[src/rtl/fsic_io_serdes_pkg.sv]
// Shared IO-serdes definitions so the TX framer and RX deframer agree on
// link widths, the idle/sync word and the deframer state encoding.
package fsic_io_serdes_pkg;

  localparam int unsigned CLK_RATIO  = 4;
  localparam int unsigned DATA_WIDTH = 32;
  localparam logic [31:0] SYNC_WORD  = 32'h5A5A_A5A5;

  // Deframer state encoding
  typedef logic [1:0] dfr_state_t;
  localparam dfr_state_t DFR_HUNT   = 2'd0;
  localparam dfr_state_t DFR_ALIGN  = 2'd1;
  localparam dfr_state_t DFR_LOCKED = 2'd2;

endpackage

[src/rtl/fsic_io_serdes_sync_fifo.sv]
// Single-clock first-word-fall-through FIFO; a write while full is accepted
// only when a read happens in the same cycle.
module fsic_io_serdes_sync_fifo #(
  parameter int unsigned pWIDTH = 32,
  parameter int unsigned pDEPTH = 2
) (
  input  logic              clk,
  input  logic              rst,
  input  logic              wr_en,
  input  logic [pWIDTH-1:0] wr_data,
  input  logic              rd_en,
  output logic [pWIDTH-1:0] rd_data,
  output logic              full,
  output logic              empty
);

  localparam int unsigned AW = (pDEPTH > 1) ? $clog2(pDEPTH) : 1;
  localparam int unsigned CW = $clog2(pDEPTH + 1);

  logic [pWIDTH-1:0] mem [pDEPTH];
  logic [AW-1:0]     wr_ptr;
  logic [AW-1:0]     rd_ptr;
  logic [CW-1:0]     count;
  logic              do_wr;
  logic              do_rd;

  function automatic logic [AW-1:0] ptr_inc(input logic [AW-1:0] p);
    return (p == AW'(pDEPTH - 1)) ? '0 : p + AW'(1);
  endfunction

  assign empty   = (count == '0);
  assign full    = (count == CW'(pDEPTH));
  assign do_rd   = rd_en && !empty;
  assign do_wr   = wr_en && (!full || do_rd);
  assign rd_data = mem[rd_ptr];

  always_ff @(posedge clk) begin
    if (rst) begin
      wr_ptr <= '0;
      rd_ptr <= '0;
      count  <= '0;
      for (int i = 0; i < int'(pDEPTH); i++) mem[i] <= '0;
    end else begin
      if (do_wr) begin
        mem[wr_ptr] <= wr_data;
        wr_ptr      <= ptr_inc(wr_ptr);
      end
      if (do_rd) rd_ptr <= ptr_inc(rd_ptr);
      case ({do_wr, do_rd})
        2'b10:   count <= count + CW'(1);
        2'b01:   count <= count - CW'(1);
        default: count <= count;
      endcase
    end
  end

endmodule

[src/rtl/fsic_io_serdes_rx_deframer.sv]
// RX deframer: hunts for the sync word in the deserialized nibble stream,
// locks after repeated aligned sync words, and buffers non-idle words.
module fsic_io_serdes_rx_deframer
  import fsic_io_serdes_pkg::*;
#(
  parameter int unsigned            pCLK_RATIO  = CLK_RATIO,
  parameter int unsigned            pDATA_WIDTH = DATA_WIDTH,
  parameter logic [pDATA_WIDTH-1:0] pSYNC_WORD  = pDATA_WIDTH'(SYNC_WORD),
  parameter int unsigned            pLOCK_CNT   = 3,
  parameter int unsigned            pFIFO_DEPTH = 2
) (
  input  logic                   coreclk,
  input  logic                   axis_rst,
  input  logic [pCLK_RATIO-1:0]  rxdata_in,
  input  logic                   rxdata_in_valid,
  input  logic                   align_restart,
  output logic [pDATA_WIDTH-1:0] m_tdata,
  output logic                   m_tvalid,
  input  logic                   m_tready,
  output logic                   lock,
  output logic                   overflow
);

  localparam int unsigned NIBS = pDATA_WIDTH / pCLK_RATIO;
  localparam int unsigned CW   = (NIBS > 1) ? $clog2(NIBS) : 1;
  localparam int unsigned SW   = $clog2(pLOCK_CNT + 1);
  localparam int unsigned RW   = pDATA_WIDTH - pCLK_RATIO;

  // Only the upper part is kept; the oldest nibble falls off on the next shift
  logic [RW-1:0]          sr;
  logic [pDATA_WIDTH-1:0] nxt_word;
  logic [CW-1:0]          nib_cnt;
  logic [CW-1:0]          cnt_nxt;
  logic [SW-1:0]          sync_cnt;
  logic [SW-1:0]          sync_nxt;
  dfr_state_t             state;
  dfr_state_t             state_nxt;
  logic                   boundary;
  logic                   is_sync;
  logic                   push_nxt;
  logic                   push_q;
  logic [pDATA_WIDTH-1:0] push_word;
  logic                   fifo_full;
  logic                   fifo_empty;
  logic                   pop;

  assign nxt_word = {rxdata_in, sr};
  assign boundary = rxdata_in_valid && (nib_cnt == CW'(NIBS - 1));
  assign is_sync  = (nxt_word == pSYNC_WORD);
  assign m_tvalid = !fifo_empty;
  assign pop      = m_tvalid && m_tready;

  // Next-state, counter and push decode
  always_comb begin
    state_nxt = state;
    cnt_nxt   = nib_cnt;
    sync_nxt  = sync_cnt;
    push_nxt  = 1'b0;
    if (rxdata_in_valid) cnt_nxt = boundary ? '0 : nib_cnt + CW'(1);
    if (align_restart) begin
      state_nxt = DFR_HUNT;
      cnt_nxt   = '0;
      sync_nxt  = '0;
    end else if (rxdata_in_valid) begin
      case (state)
        DFR_HUNT: begin
          if (is_sync) begin
            cnt_nxt   = '0;
            sync_nxt  = SW'(1);
            state_nxt = (pLOCK_CNT == 1) ? DFR_LOCKED : DFR_ALIGN;
          end
        end
        DFR_ALIGN: begin
          if (boundary) begin
            if (is_sync) begin
              sync_nxt = sync_cnt + SW'(1);
              if (sync_cnt + SW'(1) == SW'(pLOCK_CNT)) state_nxt = DFR_LOCKED;
            end else begin
              sync_nxt  = '0;
              state_nxt = DFR_HUNT;
            end
          end
        end
        DFR_LOCKED: begin
          if (boundary && !is_sync) push_nxt = 1'b1;
        end
        default: state_nxt = DFR_HUNT;
      endcase
    end
  end

  always_ff @(posedge coreclk) begin
    if (axis_rst) begin
      sr        <= '0;
      nib_cnt   <= '0;
      sync_cnt  <= '0;
      state     <= DFR_HUNT;
      lock      <= 1'b0;
      push_q    <= 1'b0;
      push_word <= '0;
      overflow  <= 1'b0;
    end else begin
      if (rxdata_in_valid) sr <= nxt_word[pDATA_WIDTH-1:pCLK_RATIO];
      nib_cnt  <= cnt_nxt;
      sync_cnt <= sync_nxt;
      state    <= state_nxt;
      lock     <= (state_nxt == DFR_LOCKED);
      push_q   <= push_nxt;
      if (push_nxt) push_word <= nxt_word;
      if (push_q && fifo_full && !pop) overflow <= 1'b1;
    end
  end

  fsic_io_serdes_sync_fifo #(
    .pWIDTH (pDATA_WIDTH),
    .pDEPTH (pFIFO_DEPTH)
  ) u_fifo (
    .clk     (coreclk),
    .rst     (axis_rst),
    .wr_en   (push_q),
    .wr_data (push_word),
    .rd_en   (m_tready),
    .rd_data (m_tdata),
    .full    (fifo_full),
    .empty   (fifo_empty)
  );

endmodule

[config.mk]
export PLATFORM = sky130hd
export DESIGN_NAME = fsic_io_serdes_rx_deframer
export DESIGN_NICKNAME = d
export VERILOG_FILES = /design/src/rtl/fsic_io_serdes_pkg.sv /design/src/rtl/fsic_io_serdes_sync_fifo.sv /design/src/rtl/fsic_io_serdes_rx_deframer.sv
export SDC_FILE = /design/constraint.sdc
export NUM_CORES = 1
export LEC_CHECK = 0
export CORE_UTILIZATION = 40
export DETAILED_ROUTE_END_ITERATION = 7
export PLACE_DENSITY = 0.58
export SLEW_MARGIN = 10
export SYNTH_ARGS = -nofsm -noshare
export SYNTH_HDL_FRONTEND = slang
export SYNTH_SLANG_ARGS = --single-unit
[constraint.sdc]
create_clock -name coreclk -period 4.45 [get_ports coreclk]
set_clock_uncertainty 0.05 [all_clocks]
set_input_delay 0.89 -clock coreclk [delete_from_list [all_inputs] [get_ports coreclk]]
set_output_delay 0.89 -clock coreclk [all_outputs]
set_load 0.005 [all_outputs]
==> impl_metrics.yaml, run 1 <==
floorplan:
  pin_count: 44
  die_h_um: 124.1
  start_util: 0.4105
  die-area_um2: 15410
  die_w_um: 124.1
  core_um2: 14530
  rows: 44
worst_setup_path:
  crit_fanout: 18
  cpPeakStageDelay_ps: 550
  worst_ep_required_time_ps: 4680
  crit_path_cell_trace: "clkdlybuf4s50_1 -> or4b_4 -> nor4_4 -> a21oi_4 -> buf_4 -> nor2b_1"
  cp-end-kind: "register"
  crit_type: "in -> reg"
  cp-start-kind: "primary input"
  slowest_stage: "nor4_4"
  startpoint: "rxdata_in[3]"
  r2r_start: "sr[16]"
  cp.arrival_ps: 3290
final_layout:
  syn2layout_area_growth_pct: 19.13
  nNetsFinal: 543
  antenna_cells: 0
  final_layout_size_suffix_gt1_frac: 0.1476
yosys:
  synthesis.area_um2: 5966
  ys_ff_latch: 139
  synth_edf_count: 64
  synth-async-reset-ratio: 0
  synth-seq-area-share: 0.5738
  yosys_most_used_dff: "dfxtp_1"
  synth.distinct_cells: 42
  syn-instance-count: 491
  syn_avg_cell_area_um2: 12.15
  synth_nets: 504
  ys.warnings.count: 0
pwr:
  ir_worst_vdd_mv: 0.2528
  cellLeakagePower_nw: 2.527
  cellPowerDensity_nw_per_um2: 398.7
cts:
  holdBufCountCts: 0
  clkSinkCount: 139
  numCtsBuffers: 17
  cts_resized: 0
  clk_pin_slew_ps: 50
  max-clock-path-buffers: 2
  root_buffer: "clkbuf_16"
  h-tree-depth: 4
  cts_tree: "built"
  post-cts-setup-buffers: 0
  insertion_delay_ps: 410
route:
  postRouteAntennaNets: 0
  drtIter0Drc: 209
  avgRoutedWirePerCell_um: 14.98
  via_per_inst: 4.910
  vias: 3565
  finalWirelength_mm: 10.88
  drt_first_pass_iters: 4
  remaining_drc_errors: 0
timing:
  worstMarginPinSlew_ps: 864.3
  fin_crit_sh: 0.6880
  final.setup.tns_ps: 0
  worst_slack_ps: 1389
  finalSetupViolations: 0
  min_period_ps: 3061
  hold_violations: 0
  rsz0062_at_grt: "no"
  slew_viol_final: 0
  maxSlewHeadroom: 0.4238
  fmax_mhz: 326.6
grt:
  grt_usage: 0.1564
  antenna_found_initial: 0
  grt_overflow: 0
  grt_pass1_wl_mm: 18.00
  grt_max_degree: 90
  grt_pass1_vias: 3646
flow_run:
  drv_cap: 0
placed_design:
  io_buffers: 43
  pre_cts_ws_ps: 983.2
  place_hpwl_mm: 6.580
  gp_congestion: 0.6933
run_status:
  status: "finished, final reports clean"
hold_path:
  hold_start: "nib_cnt[1]"
  min_path_type: "reg -> reg"
[placed cells by master, fill, tap and decap left out, types with 3 or more instances in the layout]
master           instances
a32o_1                   3
and2_1                  67
buf_4                    7
clkbuf_16               17
clkdlybuf4s50_1         41
clkinv_2                 7
dfxtp_1                 75
edfxtp_1                64
ha_1                     4
mux2_2                  32
mux2i_1                 60
nand2_1                  3
nand2b_1                65
nand4b_1                 3
nor2_1                  40
nor4bb_1                 4
o21ai_0                  3
or2_2                    3
[per-stage QoR]
| step | cell area, um^2 | std cells | util | total power, W | hold slack (ps) |
|---|---|---|---|---|---|
| floorplan | 5966 | 491 | - | 0.001470 | 393.4 |
| global placement | 6548 | 695 | 0.4505 | 0.001522 | 400.8 |
| detailed placement | 6548 | 695 | 0.4505 | 0.001525 | 411.5 |
| CTS | 7107 | 726 | 0.4890 | 0.002863 | 424.2 |
| global route | 7107 | 726 | 0.4890 | 0.002938 | 437.3 |
| finish | 7107 | 726 | 0.4890 | 0.002833 | 419.7 |
[synth_stat cells, types with 2 or more instances]
cell type | instances | area share
nand2_1 | 3 | 0.0019
or2_2 | 3 | 0.0031
o21ai_0 | 3 | 0.0025
edfxtp_1 | 64 | 0.32
nand2b_1 | 65 | 0.068
nand4b_1 | 3 | 0.0044
a41oi_1 | 2 | 0.0029
clkbuf_1 | 21 | 0.013
buf_6 | 3 | 0.0057
mux2_2 | 32 | 0.060
a32o_1 | 3 | 0.0050
nor3_1 | 3 | 0.0025
nor2b_1 | 2 | 0.0021
dfxtp_1 | 75 | 0.25
nand3_1 | 2 | 0.0017
inv_1 | 2 | 0.0013
nor3b_1 | 2 | 0.0025
xnor2_1 | 2 | 0.0029
nor2_1 | 40 | 0.025
mux2i_1 | 60 | 0.10
nor4bb_1 | 4 | 0.0067
a31oi_1 | 2 | 0.0021
buf_1 | 6 | 0.0038
and2_1 | 67 | 0.070
xor2_1 | 2 | 0.0029
ha_1 | 4 | 0.0084
[flip-flops by register name, summed over array words and instances, names as in the netlist, named ones only]
signal	flops
sr	28
u_fifo.wr_ptr	1
overflow	1
push_word	32
sync_cnt	2
u_fifo.rd_ptr	1
push_q	1
u_fifo.mem	64
lock	1
nib_cnt	3
state	2
u_fifo.count	2
[cells by family after synthesis]
kind of cell	share of synthesized area
multiplexers	0.1611
AO/OA/AOI/OAI	0.02475
XOR/XNOR	0.005874
adder cells (fa/ha/maj)	0.008390
flip-flops	0.5738
buffers and inverters	0.02391
AND/OR/NAND/NOR	0.2022
[critical path: cells and delay by family]
family                 cells  cell delay (ps)
and+or+nand+nor            3             1240
AOI/OAI and AO/OA          1              300
buffers and inverters      2              820
[routing by layer]
metal | track usage | share of wire | vias up
li1 | - | - | 1780
met1 | 0.1979 | 0.47 | 1692
met2 | 0.2421 | 0.46 | 69
met3 | 0.04167 | 0.035 | 24
met4 | 0.08631 | 0.029 | 0
met5 | 0 | 0 | -
[worst paths after layout]
path | slack [ps] | end | depth (start not counted)
setup / recovery | 1390 | push_q | 6
setup reg to reg | 1990 | push_q | 5
hold / removal | 420 | nib_cnt[1] | 1
hold reg to reg | 420 | nib_cnt[1] | 1
[cell type report]
type                    instances  area, um^2
fillers                      1349        7427
well taps                     184       230.2
clock buffers                  21       460.4
repair buffers                 50       473.0
inverters                       2       7.507
flip-flops and latches        139        3423
multi-input cells             320        2414
clock inverters                10       98.84
[power by group]
part / leakage, nW / switching [W] / internal [W]
combinational: 1.03 / 0.0000528 / 0.0000629
clock: 0.283 / 0.000496 / 0.000841
sequential: 1.21 / 0.0000123 / 0.00137
No activity file was read; power rests on OpenSTA's default activity.
==> inputs of run 2 (changes only) <==
--- a/config.mk
+++ b/config.mk
@@ -7,7 +7,7 @@
 export LEC_CHECK = 0
 export CORE_UTILIZATION = 40
 export DETAILED_ROUTE_END_ITERATION = 7
-export PLACE_DENSITY = 0.58
+export PLACE_DENSITY = 0.6
 export SLEW_MARGIN = 10
 export SYNTH_ARGS = -nofsm -noshare
 export SYNTH_HDL_FRONTEND = slang
==> constraint.sdc (replaced) <==
create_clock -name coreclk -period 2.8 [get_ports coreclk]
set_clock_uncertainty 0.05 [all_clocks]
set_input_delay 0.56 -clock coreclk [delete_from_list [all_inputs] [get_ports coreclk]]
set_output_delay 0.56 -clock coreclk [all_outputs]
set_load 0.005 [all_outputs]
==> run 2 against run 1 <==
Effect of this change: critical path depth fell by 3; clock-buffer cell count increased by 1; combinational power grew 64%; worst setup slack lost 1200 ps; global-route usage down 0.32 points; sequential share of layout area shrank 0.54 points; hold slack gained 13 ps; critical path type is now reg -> out; register-to-register slack got worse by 1200 ps; core utilization up 0.55 points; sequential power up 59%; largest power group unchanged; largest cell class unchanged; first-iteration DRC count fell by 2.9%.
==> impl_metrics.yaml, run 2 (synthesis results as in run 1) <==
cts:
  numCtsBuffers: 17
  max-clock-path-buffers: 2
  post-cts-setup-buffers: 0
  h-tree-depth: 4
  root_buffer: "clkbuf_16"
  cts_tree: "built"
  insertion_delay_ps: 410
  holdBufCountCts: 0
  clk_pin_slew_ps: 50
  clkSinkCount: 139
  cts_resized: 0
grt:
  antenna_found_initial: 0
  grt_pass1_wl_mm: 17.53
  grt_max_degree: 53
  grt_usage: 0.1532
  grt_pass1_vias: 3548
  grt_overflow: 0
hold_path:
  worstHoldEndpoint: "push_word[24]"
  hold_start: "push_word[24]"
  min_path_type: "reg -> reg"
  hold_path_depth: 2
timing:
  whs_ps: 433.1
  rsz0062_at_grt: "no"
  worstMarginPinSlew_ps: 525.0
  worst_slack_ps: 186.3
  fin_crit_sh: 0.9335
  slew_viol_final: 0
  finalSetupViolations: 0
  maxSlewHeadroom: 0.6500
  hold_violations: 0
  final.setup.tns_ps: 0
  min_period_ps: 2614
  fmax_mhz: 382.6
final_layout:
  final_common_cell: "dfxtp_1"
  nNetsFinal: 548
  antenna_cells: 0
  fin_cells: 732
  final_layout_size_suffix_gt1_frac: 0.1515
  top_regs: "u_fifo.mem x64, push_word x32, sr x28"
  largest_register_ffs: 64
  syn2layout_area_growth_pct: 20.47
  regMostFlops: "u_fifo.mem"
  most-common-layout-cells: "dfxtp_1 (75), and2_1 (67), nand2b_1 (65), edfxtp_1 (64), mux2i_1 (60)"
route:
  avgRoutedWirePerCell_um: 14.67
  finalWirelength_mm: 10.74
  drt_first_pass_iters: 5
  remaining_drc_errors: 0
  vias: 3592
  drtIter0Drc: 203
  via_per_inst: 4.907
  postRouteAntennaNets: 0
pwr:
  cellLeakagePower_nw: 2.562
  cellPowerDensity_nw_per_um2: 636.5
  power.switching_w: 0.0008860
  cell_internal_pwr_w: 0.003689
  switching_share: 0.1937
  p_seq_frac: 0.480
  combPwrFrac: 0.041
  ir_worst_vdd_mv: 0.3923
  pwr-share-clk: 0.479
worst_setup_path:
  crit_path_cell_trace: "buf_4 -> mux2_2 -> clkdlybuf4s50_1"
  r2r_end: "nib_cnt[2]"
  crit_type: "reg -> out"
  worst_ep_required_time_ps: 2190
  crit_fanout: 32
  slowest_stage: "clkdlybuf4s50_1"
  r2r_start: "sr[16]"
  r2r_cells: 5
  cpPeakStageDelay_ps: 460
  cp-start-kind: "register"
  r2r_slack_ps: 760
  cp.arrival_ps: 2000
  cp-end-kind: "output pin"
floorplan:
  die_w_um: 124.1
  start_util: 0.4105
  pin_count: 44
  rows: 44
  core_um2: 14530
  die_h_um: 124.1
  die-area_um2: 15410
placed_design:
  gp_congestion: 0.7210
  pre_cts_ws_ps: 167.9
  io_buffers: 43
  dp.cells: 700
  place_hpwl_mm: 6.720
flow_run:
  drv_cap: 0
run_status:
  status: "finished, final reports clean"
[run 2: cell types whose count changed in the layout (fill, tap and decap cells not counted), sizes merged]
cell    delta
buf        +5
bufinv     +1
clkbuf     +1
clkinv     -1
[run 2: worst max-delay path: cells and delay by family, from the launching register on]
family / cells / cell delay [ps]
buf+inv: 2 / 870
mux: 1 / 390
flops: 1 / 320
[run 2: worst max path at each step]
stage / to / from / cells past startpoint
after floorplan: u_fifo.mem[0][0] / m_tready / 3
after global placement: nib_cnt[2] / rxdata_in[3] / 6
after detailed placement: nib_cnt[2] / rxdata_in[3] / 6
after CTS: m_tdata[31] / register / 3
after global routing: m_tdata[31] / register / 3
final: m_tdata[9] / register / 3
[run 2: final cells by class]
class / count / area [um^2]
Fill cell: 1299 / 7347
Multi-Input combinational cell: 320 / 2414
Inverter: 2 / 7.507
Timing Repair Buffer: 55 / 535.5
Clock buffer: 22 / 454.2
Clock inverter: 10 / 122.6
Sequential cell: 139 / 3423
Tap cell: 184 / 230.2
[run 2: power groups by stage]
| stage | Clock (W) | Sequential [W] | Combinational [W] |
|---|---|---|---|
| floorplan | 0 | 0.00223 | 0.000105 |
| global placement | 0 | 0.00223 | 0.000192 |
| detailed placement | 0 | 0.00224 | 0.000194 |
| CTS | 0.00224 | 0.00219 | 0.000194 |
| global route | 0.00232 | 0.00220 | 0.000208 |
| finish | 0.00219 | 0.00219 | 0.000190 |
[run 2: per-layer routing]
layer / wire (um) / GRT usage / vias to the layer above
li1: - / - / 1781
met1: 5146 / 0.1928 / 1731
met2: 5031 / 0.2362 / 62
met3: 354 / 0.04579 / 18
met4: 209 / 0.08110 / 0
met5: 0 / 0 / -
[run 2: per-stage QoR]
step / power, W / instance area [um^2] / util
6_report: 0.004575 / 7187 / 0.4945
5_1_grt: 0.004732 / 7187 / 0.4945
4_1_cts: 0.004627 / 7187 / 0.4945
3_5_place_dp: 0.002431 / 6610 / 0.4548
3_3_place_gp: 0.002427 / 6610 / 0.4548
2_1_floorplan: 0.002335 / 5969 / -
